$ cat config.mk
export PLATFORM = sky130hd
export DESIGN_NAME = writeback_unit
export DESIGN_NICKNAME = d
export VERILOG_FILES = /design/src/rtl/writeback_unit.sv
export SDC_FILE = /design/constraint.sdc
export NUM_CORES = 1
export LEC_CHECK = 0
export ABC_AREA = 1
export CAP_MARGIN = 20
export CORE_MARGIN = 1.5
export CORE_UTILIZATION = 50
export CTS_BUF_LIST = sky130_fd_sc_hd__clkbuf_8
export DETAILED_ROUTE_END_ITERATION = 8
export PLACE_DENSITY = 0.9
export SETUP_SLACK_MARGIN = 0.2
export SLEW_MARGIN = 20
export SYNTH_ARGS = -nofsm -noshare
export SYNTH_HDL_FRONTEND = slang
export SYNTH_SLANG_ARGS = --single-unit
$ cat constraint.sdc
create_clock -name clock -period 4.6 [get_ports clock]
set_input_delay 0.92 -clock clock [delete_from_list [all_inputs] [get_ports clock]]
set_output_delay 0.92 -clock clock [all_outputs]
set_load 0.02 [all_outputs]
$ cat src/rtl/writeback_unit.sv
// Writeback stage: retires ALU results immediately and completes loads once the
// data-memory response arrives, driving the register file write port.
module writeback_unit #(
  parameter int TIMEOUT_CYCLES = 16,
  parameter int CNT_W          = 8
) (
  input  logic        clock,
  input  logic        reset_n,
  input  logic        ex_valid,
  output logic        ex_ready,
  input  logic [4:0]  ex_rd,
  input  logic [31:0] ex_result,
  input  logic        ex_is_load,
  input  logic [2:0]  ex_funct3,
  input  logic [1:0]  ex_addr_low,
  input  logic        mem_rvalid,
  input  logic [31:0] mem_rdata,
  output logic [4:0]  rd,
  output logic [31:0] data,
  output logic        reg_write,
  output logic        load_pending,
  output logic [4:0]  pending_rd,
  input  logic        error_clear,
  output logic        error
);

  typedef enum logic {IDLE, WAIT_MEM} state_t;

  localparam logic [CNT_W-1:0] TMO_VAL = CNT_W'(TIMEOUT_CYCLES);

  state_t            state, state_next;
  logic [CNT_W-1:0]  counter, counter_next, counter_inc;
  logic [2:0]        ld_funct3, ld_funct3_next;
  logic [1:0]        ld_addr, ld_addr_next;
  logic [4:0]        rd_next, pending_rd_next;
  logic [31:0]       data_next, load_value;
  logic              reg_write_next, load_pending_next, error_next;
  logic              fault, ld_fault, timeout_hit;
  logic [7:0]        sel_byte;
  logic [15:0]       sel_half;

  assign counter_inc = counter + 1'b1;
  assign timeout_hit = (state == WAIT_MEM) && !mem_rvalid && (counter_inc == TMO_VAL);
  assign ex_ready    = (state == IDLE);

  assign sel_byte = mem_rdata[{ld_addr, 3'b000} +: 8];
  assign sel_half = mem_rdata[{ld_addr[1], 4'b0000} +: 16];

  // Alignment and funct3 legality are judged when the response arrives.
  always_comb begin
    ld_fault   = 1'b0;
    load_value = mem_rdata;
    case (ld_funct3)
      3'd0:    load_value = {{24{sel_byte[7]}}, sel_byte};
      3'd4:    load_value = {24'd0, sel_byte};
      3'd1: begin
        load_value = {{16{sel_half[15]}}, sel_half};
        ld_fault   = ld_addr[0];
      end
      3'd5: begin
        load_value = {16'd0, sel_half};
        ld_fault   = ld_addr[0];
      end
      3'd2:    ld_fault = (ld_addr != 2'd0);
      default: ld_fault = 1'b1;
    endcase
  end

  always_ff @(posedge clock or negedge reset_n) begin
    if (!reset_n) begin
      state <= IDLE;
    end else begin
      state <= state_next;
    end
  end

  always_comb begin
    state_next = state;
    case (state)
      IDLE:     if (ex_valid && ex_is_load) state_next = WAIT_MEM;
      WAIT_MEM: if (mem_rvalid || timeout_hit) state_next = IDLE;
      default:  state_next = IDLE;
    endcase
  end

  always_comb begin
    rd_next           = rd;
    data_next         = data;
    reg_write_next    = 1'b0;
    pending_rd_next   = pending_rd;
    ld_funct3_next    = ld_funct3;
    ld_addr_next      = ld_addr;
    counter_next      = counter;
    fault             = 1'b0;
    load_pending_next = (state_next == WAIT_MEM);
    case (state)
      IDLE: begin
        fault = mem_rvalid;
        if (ex_valid) begin
          if (ex_is_load) begin
            pending_rd_next = ex_rd;
            ld_funct3_next  = ex_funct3;
            ld_addr_next    = ex_addr_low;
            counter_next    = '0;
          end else if (ex_rd != 5'd0) begin
            rd_next        = ex_rd;
            data_next      = ex_result;
            reg_write_next = 1'b1;
          end
        end
      end
      WAIT_MEM: begin
        if (mem_rvalid) begin
          if (ld_fault) begin
            fault = 1'b1;
          end else if (pending_rd != 5'd0) begin
            rd_next        = pending_rd;
            data_next      = load_value;
            reg_write_next = 1'b1;
          end
        end else if (timeout_hit) begin
          fault = 1'b1;
        end else begin
          counter_next = counter_inc;
        end
      end
      default: ;
    endcase
    error_next = error_clear ? 1'b0 : (error | fault);
  end

  always_ff @(posedge clock or negedge reset_n) begin
    if (!reset_n) begin
      rd           <= '0;
      data         <= '0;
      reg_write    <= 1'b0;
      load_pending <= 1'b0;
      pending_rd   <= '0;
      error        <= 1'b0;
      counter      <= '0;
      ld_funct3    <= '0;
      ld_addr      <= '0;
    end else begin
      rd           <= rd_next;
      data         <= data_next;
      reg_write    <= reg_write_next;
      load_pending <= load_pending_next;
      pending_rd   <= pending_rd_next;
      error        <= error_next;
      counter      <= counter_next;
      ld_funct3    <= ld_funct3_next;
      ld_addr      <= ld_addr_next;
    end
  end

endmodule

==> results of run 1 <==
-- cells in the final DEF, fill, tap and decap left out, types with 10 or more instances in the layout --
master           instances
nand3_1                 44
nand2_1                172
nor2_1                  30
inv_1                   28
o211ai_1                26
a21oi_1                 38
clkdlybuf4s50_1        124
clkbuf_8                10
o21ai_0                 27
dfrtp_1                 58
-- worst max-delay path: stages, from the launching register on --
cell and delay [ps]:
dfrtp_1 900, inv_1 160, clkdlybuf4s50_1 600
-- Yosys cell counts (all sizes together) (2+ instances only) --
| cell | n | area share |
|---|---|---|
| nand2 | 177 | 0.20 |
| dfrtp | 58 | 0.42 |
| nand3 | 46 | 0.072 |
| a21oi | 39 | 0.058 |
| nor2 | 35 | 0.043 |
| o21ai | 31 | 0.045 |
| inv | 30 | 0.033 |
| o211ai | 26 | 0.057 |
| buf | 16 | 0.027 |
| clkbuf | 10 | 0.011 |
| nor3 | 4 | 0.0058 |
| nand4 | 3 | 0.0055 |
| ha | 2 | 0.0073 |
| o21bai | 2 | 0.0044 |
-- layout make-up --
cell class | instances | area (um2)
tap | 77 | 96.3
clock inverter | 5 | 47.5
fill | 490 | 1650
multi-input combinational | 368 | 1730
timing repair buffer | 128 | 1270
inverter | 30 | 113
clock buffer | 10 | 138
sequential | 58 | 1450
-- per-layer routing --
layer / track usage / vias up
met5: 0 / -
met4: 0.130 / 0
met3: 0.0654 / 39
met2: 0.523 / 263
met1: 0.369 / 1805
li1: - / 1821
-- registers in the layout (all words and copies together), names as in the netlist --
name / flops
ld_funct3: 3
pending_rd: 5
counter: 8
data: 32
load_pending: 1
rd: 5
error: 1
ld_addr: 2
reg_write: 1
-- per-stage QoR --
stage                     hold slack (ps)  setup WS [ps]  total power [mW]  utilization  instance area [um2]
after floorplan                       482           2630              1.16            -                 3430
after global placement                463           1580              1.52        0.718                 4660
after detailed placement              465           1470              1.55        0.718                 4660
after CTS                             484           1670              2.01        0.746                 4850
after global routing                  498           1360              2.12        0.746                 4850
final                                 476           1680              2.02        0.746                 4850
-- worst min-delay path by stage --
stage                                 from  slack (ps)  depth (start not counted)                     end
CTS                   data[22]$_DFFE_PN0P_         480                          2    data[22]$_DFFE_PN0P_
global route           data[0]$_DFFE_PN0P_         500                          2     data[0]$_DFFE_PN0P_
detailed placement    data[16]$_DFFE_PN0P_         470                          2    data[16]$_DFFE_PN0P_
global placement      data[19]$_DFFE_PN0P_         460                          2    data[19]$_DFFE_PN0P_
finish                   rd[3]$_DFFE_PN0P_         480                          2       rd[3]$_DFFE_PN0P_
floorplan           counter[7]$_DFFE_PN0P_         480                          2  counter[7]$_DFFE_PN0P_
-- kinds of logic (layout without fill, tap and decap cells) --
kind of cell	Yosys count	count (layout)
xor gates and xnor gates	1	1
and+or+nand+nor	266	266
buffers and inverters	56	173
AOI/OAI and AO/OA	99	99
DFF	58	58
adders and majority gates	2	2
-- report_power, final --
part,total (mW),internal (mW),switching (mW)
Clock,0.461,0.256,0.205
Combinational,0.802,0.363,0.439
Sequential,0.754,0.635,0.119
==> flow_results.org, run 1 <==
** Cells and area
- Of the cells placed in the final design, the portion with a size suffix greater than 1 is 0.0568.
- Final cell count without fillers :: 676
- Compared with the post-synthesis result, the final layout area differs by 41.4%.
- Diode count :: 0
- For this run, the post-layout net count is 677.

** Floorplan
- Boundary Pins :: 126
- Die Ht :: 85.8 um
- For this configuration, the core starts out at a cell density of 0.528.
- Area of the die :: 7360 um2
- The core region is 6490 um2.
- The floorplan has 29 rows.
- Die Wd :: 85.8 um

** Critical path
- Worst setup path start :: load_pending$_DFF_PN0_
- Critical path endpoint :: ex_ready
- Data on the critical path is required at its endpoint by 3680 ps.
- The number of cells on the worst reg-to-reg path is 8.
- STA classifies the critical path startpoint as a flop.
- For flop-to-flop paths, the worst setup slack is 1680 ps.
- In this run the worst path has a maximum fanout of 27.
- STA classifies the critical path endpoint as an output port.
- The worst register-to-register path begins at ld_funct3[1]$_DFFE_PN0P_.
- At the worst endpoint, the arrival time is 2000 ps.
- The critical path in this run is classified as flop to output port.
- Worst flop-to-flop path endpoint :: data[13]$_DFFE_PN0P_

** Detailed routing
- DRC viols :: 0
- The detail route stage leaves a number of antenna-violating nets equal to 0.
- Routed len/inst :: 16.3 um
- Dividing the detail-routed via count by the number of cells gives 5.81.
- Number of iterations in the first detailed-routing pass :: 5
- After detailed routing, the wire length on met1 is 4200 um.
- Total routed wirelength :: 11,000 um
- DR iter-0 viols :: 268
- Detailed route wirelength on metal2 :: 5400 um
- Summing over every cut layer, the via total after detailed routing is 3,928.
- The detailed router used layers up to and including met4.
- Detailed route wirelength on metal3 :: 1050 um

** Clocking
- Buffers inserted during clock tree synthesis total 9.
- Clock Latency Late Sink :: 350 ps
- Buffers added to address setup during post-CTS repair amount to 0.
- In this run the deepest clock path goes through 2 buffers.
- H-tree depth :: 3
- Clock sink total :: 58
- Cells resized by post-CTS repair :: 0
- TritonCTS clock tree :: yes
- The root buffer cell chosen for the clock tree is clkbuf_8.
- Clock-pin slew was measured on the worst setup and hold paths at 60 ps.
- Buffers inserted to repair hold after CTS numbered 0.

** Synthesis
- In the synthesized netlist, the number of instances is 482.
- Net count after synthesis :: 564
- Main synth FF type :: dfrtp_1
- Simple-gate share of the synthesized area :: 0.328
- EDFF count, synth :: 0
- Synthesis inferred 58 register bits.
- Mean Syn Cell Area :: 7.11 um2
- Proportion of synthesized flip-flops having asynchronous set or reset :: 1.00
- Of the total synthesized cell area, the portion taken by XOR and XNOR cells is 0.00256.
- Of the total synthesized cell area, the portion taken by full adders, half adders and majority gates is 0.00730.
- The number of different library cells used by synthesis comes to 30.
- Warnings from Yosys :: 0
- The complex-gate fraction of the synthesized area was 0.167.
- After synthesis, the share of cell area in mux cells is 0.
- Summing every instance area after synthesis gives 3430 um2.
- By area, the combinational part of the netlist is dominated by simple AND/OR/NAND/NOR gates.
- The share of the Yosys chip area taken by registers is 0.424.

** Run status
- Status :: completed

** Power
- Pwr dens :: 416 nW/um2
- P_leak :: 2.27 nW
- Maximum ir drop on the vdd rail :: 0.000244 V

** Hold path
- The worst hold path belongs to the class flop to flop.

** Global routing
- Global routing finished with a remaining overflow of 0.
- Number of global-route vias before repair :: 3,671
- The number of antenna violations at the first check in global routing is 0.
- Wire length of the first global-routing pass :: 17,500 um
- Total GRT Usage :: 0.304
- Entering global routing, the biggest net connects 59 pins.

** Timing
- Dividing the final minimum period by the clock period gives 0.635.
- Final worst clock skew :: 10.1 ps
- Slew HR :: 0.365
- Pins over their slew limit :: 0
- After routing, the total negative slack on setup checks comes to 0 ps.
- Count of final setup violators :: 0
- For the pin with the worst max-slew slack, the measured transition is 953 ps.
- Achievable frequency :: 342 MHz
- Time the worst path needs with I/O delays and setup :: 2920 ps
- Number of hold-slack violations in the final timing report :: 0
- RSZ-0062 raised after global routing :: false

** Placed design
- Gpl congestion :: 1.03
- IO Port Bufs :: 125
- Total half-perimeter wirelength after legalization and detailed placement :: 7650 um
- After detailed placement, the design holds a cell count of 661.

** Run
- Max-cap viol count :: 0
Note: power is estimated with default switching activity, not from simulation.
==> run 2, diff against run 1 <==
--- a/config.mk
+++ b/config.mk
@@ -8,10 +8,10 @@
 export ABC_AREA = 1
 export CAP_MARGIN = 20
 export CORE_MARGIN = 1.5
-export CORE_UTILIZATION = 50
+export CORE_UTILIZATION = 46
 export CTS_BUF_LIST = sky130_fd_sc_hd__clkbuf_8
 export DETAILED_ROUTE_END_ITERATION = 8
-export PLACE_DENSITY = 0.9
+export PLACE_DENSITY = 0.83
 export SETUP_SLACK_MARGIN = 0.2
 export SLEW_MARGIN = 20
 export SYNTH_ARGS = -nofsm -noshare
==> constraint.sdc (replaced) <==
create_clock -name clock -period 2.7 [get_ports clock]
set_input_delay 0.54 -clock clock [delete_from_list [all_inputs] [get_ports clock]]
set_output_delay 0.54 -clock clock [all_outputs]
set_load 0.02 [all_outputs]
==> run 2 against run 1 <==
Setup slack worse by 1200 ps. Sequential share of layout area down 0.24 points. Critical endpoint is now load_pending. Global-route usage down 3.9 points. Utilization down 6.9 points. Cell count up 4.0%. Critical path depth unchanged. First-iteration DRC count down 20%. Clock power up 45%. Register-to-register slack worse by 1000 ps. Hold slack worse by 120 ps.
==> flow_results.org, run 2 (synthesis results as in run 1) <==
** Run status
- Status :: completed

** Global routing
- Wire length of the first global-routing pass :: 16,200 um (-7.4%)
- Number of global-route vias before repair :: 3,515 (-4.2%)
- Total congestion overflow :: 0 (unchanged)
- The total routing usage reported by global routing was 0.265 (-0.0390).
- Initial antenna violation count :: 0 (unchanged)
- Pin count of the biggest net entering global routing :: 59 (unchanged)

** Cells and area
- The filler cell count is 623 (+27%).
- The area of combinational cells with multiple inputs came to 1730 um2 (unchanged).
- In the final layout, the registers with the most flip-flops are data: 32 flops, counter: 8 flops.
- Number of flip-flops in the largest register :: 32 (unchanged)
- Most flop-heavy register :: data
- The total non-filler cell area in the finished layout was 4880 um2 (+0.80%).
- Diode count :: 0 (unchanged)
- Growth of design area from synthesis to finish :: 42.5%
- Final cell count without fillers :: 703 (+4.0%)
- Fraction of final layout cells with drive strength greater than 1 :: 0.0679 (+0.0111)
- The area of all sequential standard cells came to 1450 um2 (unchanged).
- Nets :: 682 (+0.74%)
- Most frequent cells in the layout :: 172 x nand2_1, 124 x clkdlybuf4s50_1, 58 x dfrtp_1
- The library cell used most frequently in the layout, excluding fill and tap cells, is nand2_1.

** Critical path
- In this run the critical register-to-register path is captured at data[20]$_DFFE_PN0P_.
- Worst setup path start :: load_pending$_DFF_PN0_
- Crit. End Element :: output port
- STA classifies the critical path startpoint as a flop.
- Kind of critical path :: flop to output port
- Maximum net fanout on the critical path :: 13 (-52%)
- The slack of the worst reg-to-reg path came to 670 ps (-1010 ps).
- Critical path endpoint :: load_pending
- Maximum single-stage delay on the critical path :: 620 ps (-280 ps)
- Worst endpoint required time :: 2160 ps (-1520 ps)
- Critical-path cell list :: buf_4 > clkdlybuf4s50_1
- Reg2reg path depth :: 8 (unchanged)
- Worst reg2reg path startpoint :: load_pending$_DFF_PN0_
- Cell with the largest stage delay on the worst path :: clkdlybuf4s50_1
- Critical Path AT :: 1690 ps (-310 ps)

** Detailed routing
- The number of design-rule violations left by the first detailed-router iteration was 214 (-20%).
- The aggregate routed wire length came to 10,200 um (-7.4%).
- The number of nets with antenna violations after detailed routing came to 0 (unchanged).
- Routed len/inst :: 14.5 um (-11%)
- The total via count in the routed design was 3,809 (-3.0%).
- Via-per-instance ratio :: 5.42 (-6.8%)
- The number of detailed-routing iterations run before antenna repair was 5 (unchanged).
- DRC viols :: 0 (unchanged)

** Run
- Max-cap viol count :: 0 (unchanged)

** Clocking
- Clock Latency Late Sink :: 330 ps (-20 ps)
- The number of H-tree levels was 3 (unchanged).
- CTS Buf Count :: 9 (unchanged)
- The maximum number of buffers from clock root to sink is 2 (unchanged).
- Register clock-pin slew on the reported worst setup and hold paths :: 70 ps (about the same)
- The cts-stage hold buffer count is 0 (unchanged).
- The number of clock sinks seen by CTS is 58 (unchanged).
- CTS Root Buffer Type :: clkbuf_8
- The post-cts sizing count came to 0 (unchanged).
- TritonCTS clock tree :: yes
- Post-CTS setup buffer count :: 0 (unchanged)

** Timing
- Final worst clock skew :: 7.98 ps (-2.09 ps)
- Time the worst path needs with I/O delays and setup :: 2230 ps
- Pins over their slew limit :: 0 (unchanged)
- Timing would allow up to 448 MHz.
- The setup-violating endpoint count in the final report is 0 (unchanged).
- The accumulated negative setup slack came to 0 ps (unchanged).
- Number of hold-slack violations in the final timing report :: 0 (unchanged)
- The worst slew margin relative to its limit was 0.514 (+0.150).
- In the finished design, the share of the clock period the worst path needs comes to 0.827.
- Setup repair after global routing left no endpoint under its margin.
- Final-layout worst hold slack :: 356 ps (-121 ps)
- The measured slew at the worst slew-check pin is 728 ps (-225 ps).

** Placed design
- The number of port buffers was 125 (unchanged).
- Dpl cells :: 688 (+4.1%)
- Gpl congestion :: 0.992 (-4.0%)
- Total half-perimeter wirelength after legalization and detailed placement :: 7470 um (-2.3%)
- The total placed instance area was 4730 um2 (+1.4%).

** Power
- Total power draw :: 3.29 mW (+63%)
- Combinational share of power :: 0.421 (+0.023)
- The total power divided by cell area came to 674 nW/um2 (+62%).
- The switching power came to 1.26 mW (+65%).
- Maximum ir drop on the vdd rail :: 0.000348 V (+43%)
- The internal power contribution came to 2.03 mW (+62%).
- Sequential Power Share :: 0.376 (+0.002)
- The share of power burned in the clock network came to 0.204 (-0.024).
- Share of total power consumed by net switching :: 0.383 (+0.00491)
- The static leakage was 2.27 nW (about the same).

** Floorplan
- Starting utilization of the core area :: 0.475 (-0.0526)
- Boundary Pins :: 126 (unchanged)
- Die Wd :: 89.3 um (+4.1%)
- The floorplan die area came to 7980 um2 (+8.4%).
- Placeable core region :: 7210 um2 (+11%)
- Number of standard-cell rows in the floorplan :: 31 (+6.9%)
- The height of the die came to 89.3 um (+4.1%).

** Hold path
- Path type of the worst min-delay path :: input pin to async pin
run 2: cell types whose count changed in the layout (fill, tap and decap cells not counted):
cell,change
clkinvlp_4,+2
clkbuf_8,-1
buf_4,+5
clkinv_2,+2
inv_1,-2
bufinv_16,-1
run 2: per-stage QoR:
step	utilization	setup slack, ps
after floorplan	-	1110
final	0.677	468
after detailed placement	0.655	500
after CTS	0.677	444
after global placement	0.655	595
after global routing	0.677	372
run 2: layout make-up:
type                    count  area share
clock inverters             6     0.00717
inverters                  30      0.0231
clock buffers               9      0.0254
flip-flops and latches     58       0.297
well taps                  99      0.0254
repair buffers            133       0.267
multi-input cells         368       0.355
run 2: worst min path at each step:
stage	startpoint	endpoint
after CTS	reset_n	data[27]$_DFFE_PN0P_
after global placement	data[14]$_DFFE_PN0P_	data[14]$_DFFE_PN0P_
after floorplan	reset_n	counter[0]$_DFFE_PN0P_
after detailed placement	data[27]$_DFFE_PN0P_	data[27]$_DFFE_PN0P_
after global routing	reset_n	data[29]$_DFFE_PN0P_
final	reset_n	data[27]$_DFFE_PN0P_
run 2: per-layer routing:
| metal | track usage | routed length (um) | vias up |
|---|---|---|---|
| met5 | 0 | 0 | - |
| met2 | 0.452 | 4930 | 175 |
| met4 | 0.103 | 178 | 0 |
| met1 | 0.333 | 4160 | 1784 |
| met3 | 0.0471 | 911 | 20 |
| li1 | - | - | 1830 |
run 2: power by group through the flow:
stage | sequential, mW | clock, mW | combinational, mW
2_1_floorplan | 1.46 | 0 | 0.509
3_3_place_gp | 1.25 | 0 | 1.35
3_5_place_dp | 1.25 | 0 | 1.38
4_1_cts | 1.24 | 0.687 | 1.39
5_1_grt | 1.26 | 0.723 | 1.51
6_report | 1.24 | 0.670 | 1.38
run 2: worst max-delay path, delay by kind of cell, from the launching register on:
| family | cells | cell delay, ps |
|---|---|---|
| buffers and inverters | 2 | 860 |
| DFF | 1 | 500 |
==> run 3, diff against run 2 <==
==> constraint.sdc (replaced) <==
create_clock -name clock -period 2.3 [get_ports clock]
set_input_delay 0.46 -clock clock [delete_from_list [all_inputs] [get_ports clock]]
set_output_delay 0.46 -clock clock [all_outputs]
set_load 0.02 [all_outputs]
==> run 3 against run 2 <==
Sequential share of layout area down 0.75 points. First-iteration DRC count up 22%. Largest cell class unchanged. Power up 28%.
==> flow_results.org, run 3 (synthesis results as in run 1) <==
** Run status
- The run finished with clean final reports.

** Cells and area
- Nets :: 686 (+0.59%)
- The fraction of the core area covered by cells at the end of the flow is 0.695 (+0.0180).
- The area of combinational cells with multiple inputs came to 1730 um2 (unchanged).
- The share of final-layout standard cells stronger than drive strength 1 is 0.0755 (+0.00765).
- Most frequent cells in the layout :: 172 x nand2_1, 124 x clkdlybuf4s50_1, 57 x dfrtp_1
- The flip-flop count of the largest register, all copies and words added was 32 (unchanged).
- Leading cell type in the layout, fill and taps excluded :: nand2_1
- The largest registers in the layout are data: 32 flops, counter: 8 flops.
- The antenna diode count is 0 (unchanged).
- Total of fill cells in the finished design :: 620 (-0.48%)
- The register with the most flip-flops in the final layout is data.
- The area growth from synthesis to layout is 46.3%.
- Area taken by flip-flops and latches :: 1450 um2 (about the same)
- The filler-free cell count of the finished design was 708 (+0.71%).

** Power
- The relative contribution of combinational cells to total power came to 0.393 (-0.028).
- Maximum ir drop on the vdd rail :: 0.000376 V (+8.0%)
- The switching power came to 1.51 mW (+20%).
- Share of total power consumed by net switching :: 0.360 (-0.0229)
- Clock network fraction of total power :: 0.260 (+0.056)
- P_leak :: 2.34 nW (+3.1%)
- Pwr dens :: 838 nW/um2 (+24%)
- The relative contribution of sequential cells to total power came to 0.346 (-0.030).
- The internal power contribution was 2.69 mW (+33%).

** Critical path
- The length in cells of the worst reg-to-reg path was 8 (unchanged).
- The slowest stage of the critical path is the clkdlybuf4s50_1 cell.
- The delay of the slowest critical-path stage was 600 ps (-20 ps).
- Kind of critical path :: flop to output port
- The startpoint identified for the worst register-to-register timing path is ld_addr[1]$_DFFE_PN0P_.
- Critical-path cell list :: inv_1 > clkdlybuf4s50_1
- Kind of start point of the critical path :: flop
- The slack of the worst reg-to-reg path came to 430 ps (-240 ps).
- Maximum net fanout on the critical path :: 4 (-9)
- STA classifies the critical path endpoint as an output port.
- Critical Path AT :: 1460 ps (-230 ps)
- Worst endpoint required time :: 1840 ps (-320 ps)
- The endpoint identified for the worst register-to-register timing path is data[20]$_DFFE_PN0P_.

** Timing
- Based on the critical path, the design can be clocked at up to 520 MHz.
- Pins over their slew limit :: 0 (unchanged)
- Number of hold-slack violations in the final timing report :: 0 (unchanged)
- Setup repair after global routing left no endpoint under its margin.
- Count of final setup violators :: 0 (unchanged)
- In the finished design, the share of the clock period the worst path needs comes to 0.836.
- The clock skew after layout was 8.98 ps (+1.00 ps).
- The accumulated negative setup slack is 0 ps (unchanged).
- The measured slew at the worst slew-check pin is 487 ps (-242 ps).
- Time the worst path needs with I/O delays and setup :: 1920 ps
- Slew HR :: 0.676 (+0.161)

** Global routing
- Total congestion overflow :: 0 (unchanged)
- The number of antenna violations at the first check in global routing came to 0 (unchanged).
- Global Route met3 Usage :: 0.0508 (+0.00369)
- Total GRT Usage :: 0.276 (+0.0110)
- The number of global-route vias before repair is 3,564 (+1.4%).
- The first-pass GRT wire length is 16,700 um (+3.2%).
- The global routing stage identified its most utilized layer as met2.
- GRT met2 Usage :: 0.452 (-0.000684)
- Pin count of the biggest net entering global routing :: 39 (-34%)
- Met1 capacity usage during global routing :: 0.354 (+0.0203)

** Detailed routing
- Via-per-instance ratio :: 5.34 (-1.4%)
- Total routed wirelength :: 10,800 um (+5.9%)
- DRC viols :: 0 (unchanged)
- Routed len/inst :: 15.2 um (+5.2%)
- Number of iterations in the first detailed-routing pass :: 5 (unchanged)
- The total via count in the routed design is 3,783 (-0.68%).
- Final ANT Viol Nets :: 0 (unchanged)
- DR iter-0 viols :: 262 (+22%)

** Placed design
- Gpl congestion :: 0.956 (-3.7%)
- The cell count after placement came to 691 (+0.44%).
- The number of port buffers is 125 (unchanged).
- Total half-perimeter wirelength after legalization and detailed placement :: 7820 um (+4.7%)

** Floorplan
- The die span in x was 89.3 um (unchanged).
- The count of standard-cell rows is 31 (unchanged).
- Starting utilization of the core area :: 0.475 (unchanged)
- Placeable core region :: 7210 um2 (unchanged)
- Die Ht :: 89.3 um (unchanged)
- Area of the die :: 7980 um2 (unchanged)
- The number of primary I/O pins was 126 (unchanged).

** Hold path
- Path type of the worst min-delay path :: input pin to async pin

** Clocking
- Clock Latency Late Sink :: 340 ps (about the same)
- The number of clock sinks seen by CTS came to 58 (unchanged).
- TritonCTS clock tree :: yes
- H-tree depth :: 3 (unchanged)
- Register clock-pin slew on the reported worst setup and hold paths :: 70 ps (about the same)
- The maximum number of buffers from clock root to sink is 2 (unchanged).
- The number of buffers created by CTS came to 9 (unchanged).
- The cts-stage hold buffer count came to 0 (unchanged).
- Clock tree synthesis selected as its root buffer the cell clkbuf_8.

** Run
- Max-cap viol count :: 0 (unchanged)
[run 3: cell count changes in the layout (fill, tap and decap cells not counted)]
cell / delta
dfrtp_2: +1
buf_4: +1
clkbuf_8: +2
buf_12: +2
dfrtp_1: -1
clkinv_4: +1
buf_6: +1
inv_1: +1
clkinv_2: -3
bufinv_16: +2
clkinvlp_4: -2
[run 3: area by class of cell]
class,instances,area share
clock inverters,5,0.0155
multi-input cells,368,0.345
inverters,30,0.0225
repair buffers,137,0.272
clock buffers,11,0.0302
well taps,99,0.0247
flip-flops and latches,58,0.290
[run 3: power groups by stage]
stage | combinational, mW | sequential, mW | clock, mW
final | 1.65 | 1.46 | 1.09
after floorplan | 0.597 | 1.72 | 0
after detailed placement | 1.64 | 1.48 | 0
after CTS | 1.65 | 1.46 | 1.11
after global placement | 1.61 | 1.47 | 0
after global routing | 1.81 | 1.48 | 1.15
[run 3: repair_timing]
item                       4_1_cts  5_1_grt
setup endpoints to repair        2       26
pin swaps                        0        0
buffers inserted                 0        1
gates resized for setup          1        1
[run 3: worst max-delay path: cells and delay by family, from the launching register on]
family / cells / cell delay, ps
buf+inv: 2 / 680
flops: 1 / 440
[run 3: how the worst max path moves through the flow]
stage,start,end,slack [ps]
3_5_place_dp,mem_rdata[23],data[9]$_DFFE_PN0P_,270
2_1_floorplan,load_pending$_DFF_PN0_,ex_ready,790
4_1_cts,load_pending$_DFF_PN0_,ex_ready,240
6_report,load_pending$_DFF_PN0_,ex_ready,380
3_3_place_gp,ex_rd[3],data[20]$_DFFE_PN0P_,320
5_1_grt,ld_addr[1]$_DFFE_PN0P_,data[19]$_DFFE_PN0P_,230
[run 3: layer usage]
metal | up-vias | wire, um
li1 | 1834 | -
met1 | 1729 | 4410
met2 | 181 | 5110
met3 | 39 | 899
met4 | 0 | 367
met5 | - | 0
[run 3: metrics by stage]
step | instance area, um2 | hold WS (ps) | setup slack (ps) | total power, mW
4_1_cts | 5000 | 77.3 | 244 | 4.22
3_3_place_gp | 4770 | 432 | 316 | 3.08
6_report | 5010 | 72.2 | 378 | 4.20
5_1_grt | 5010 | 104 | 233 | 4.44
3_5_place_dp | 4770 | 443 | 272 | 3.11
2_1_floorplan | 3430 | 164 | 789 | 2.32
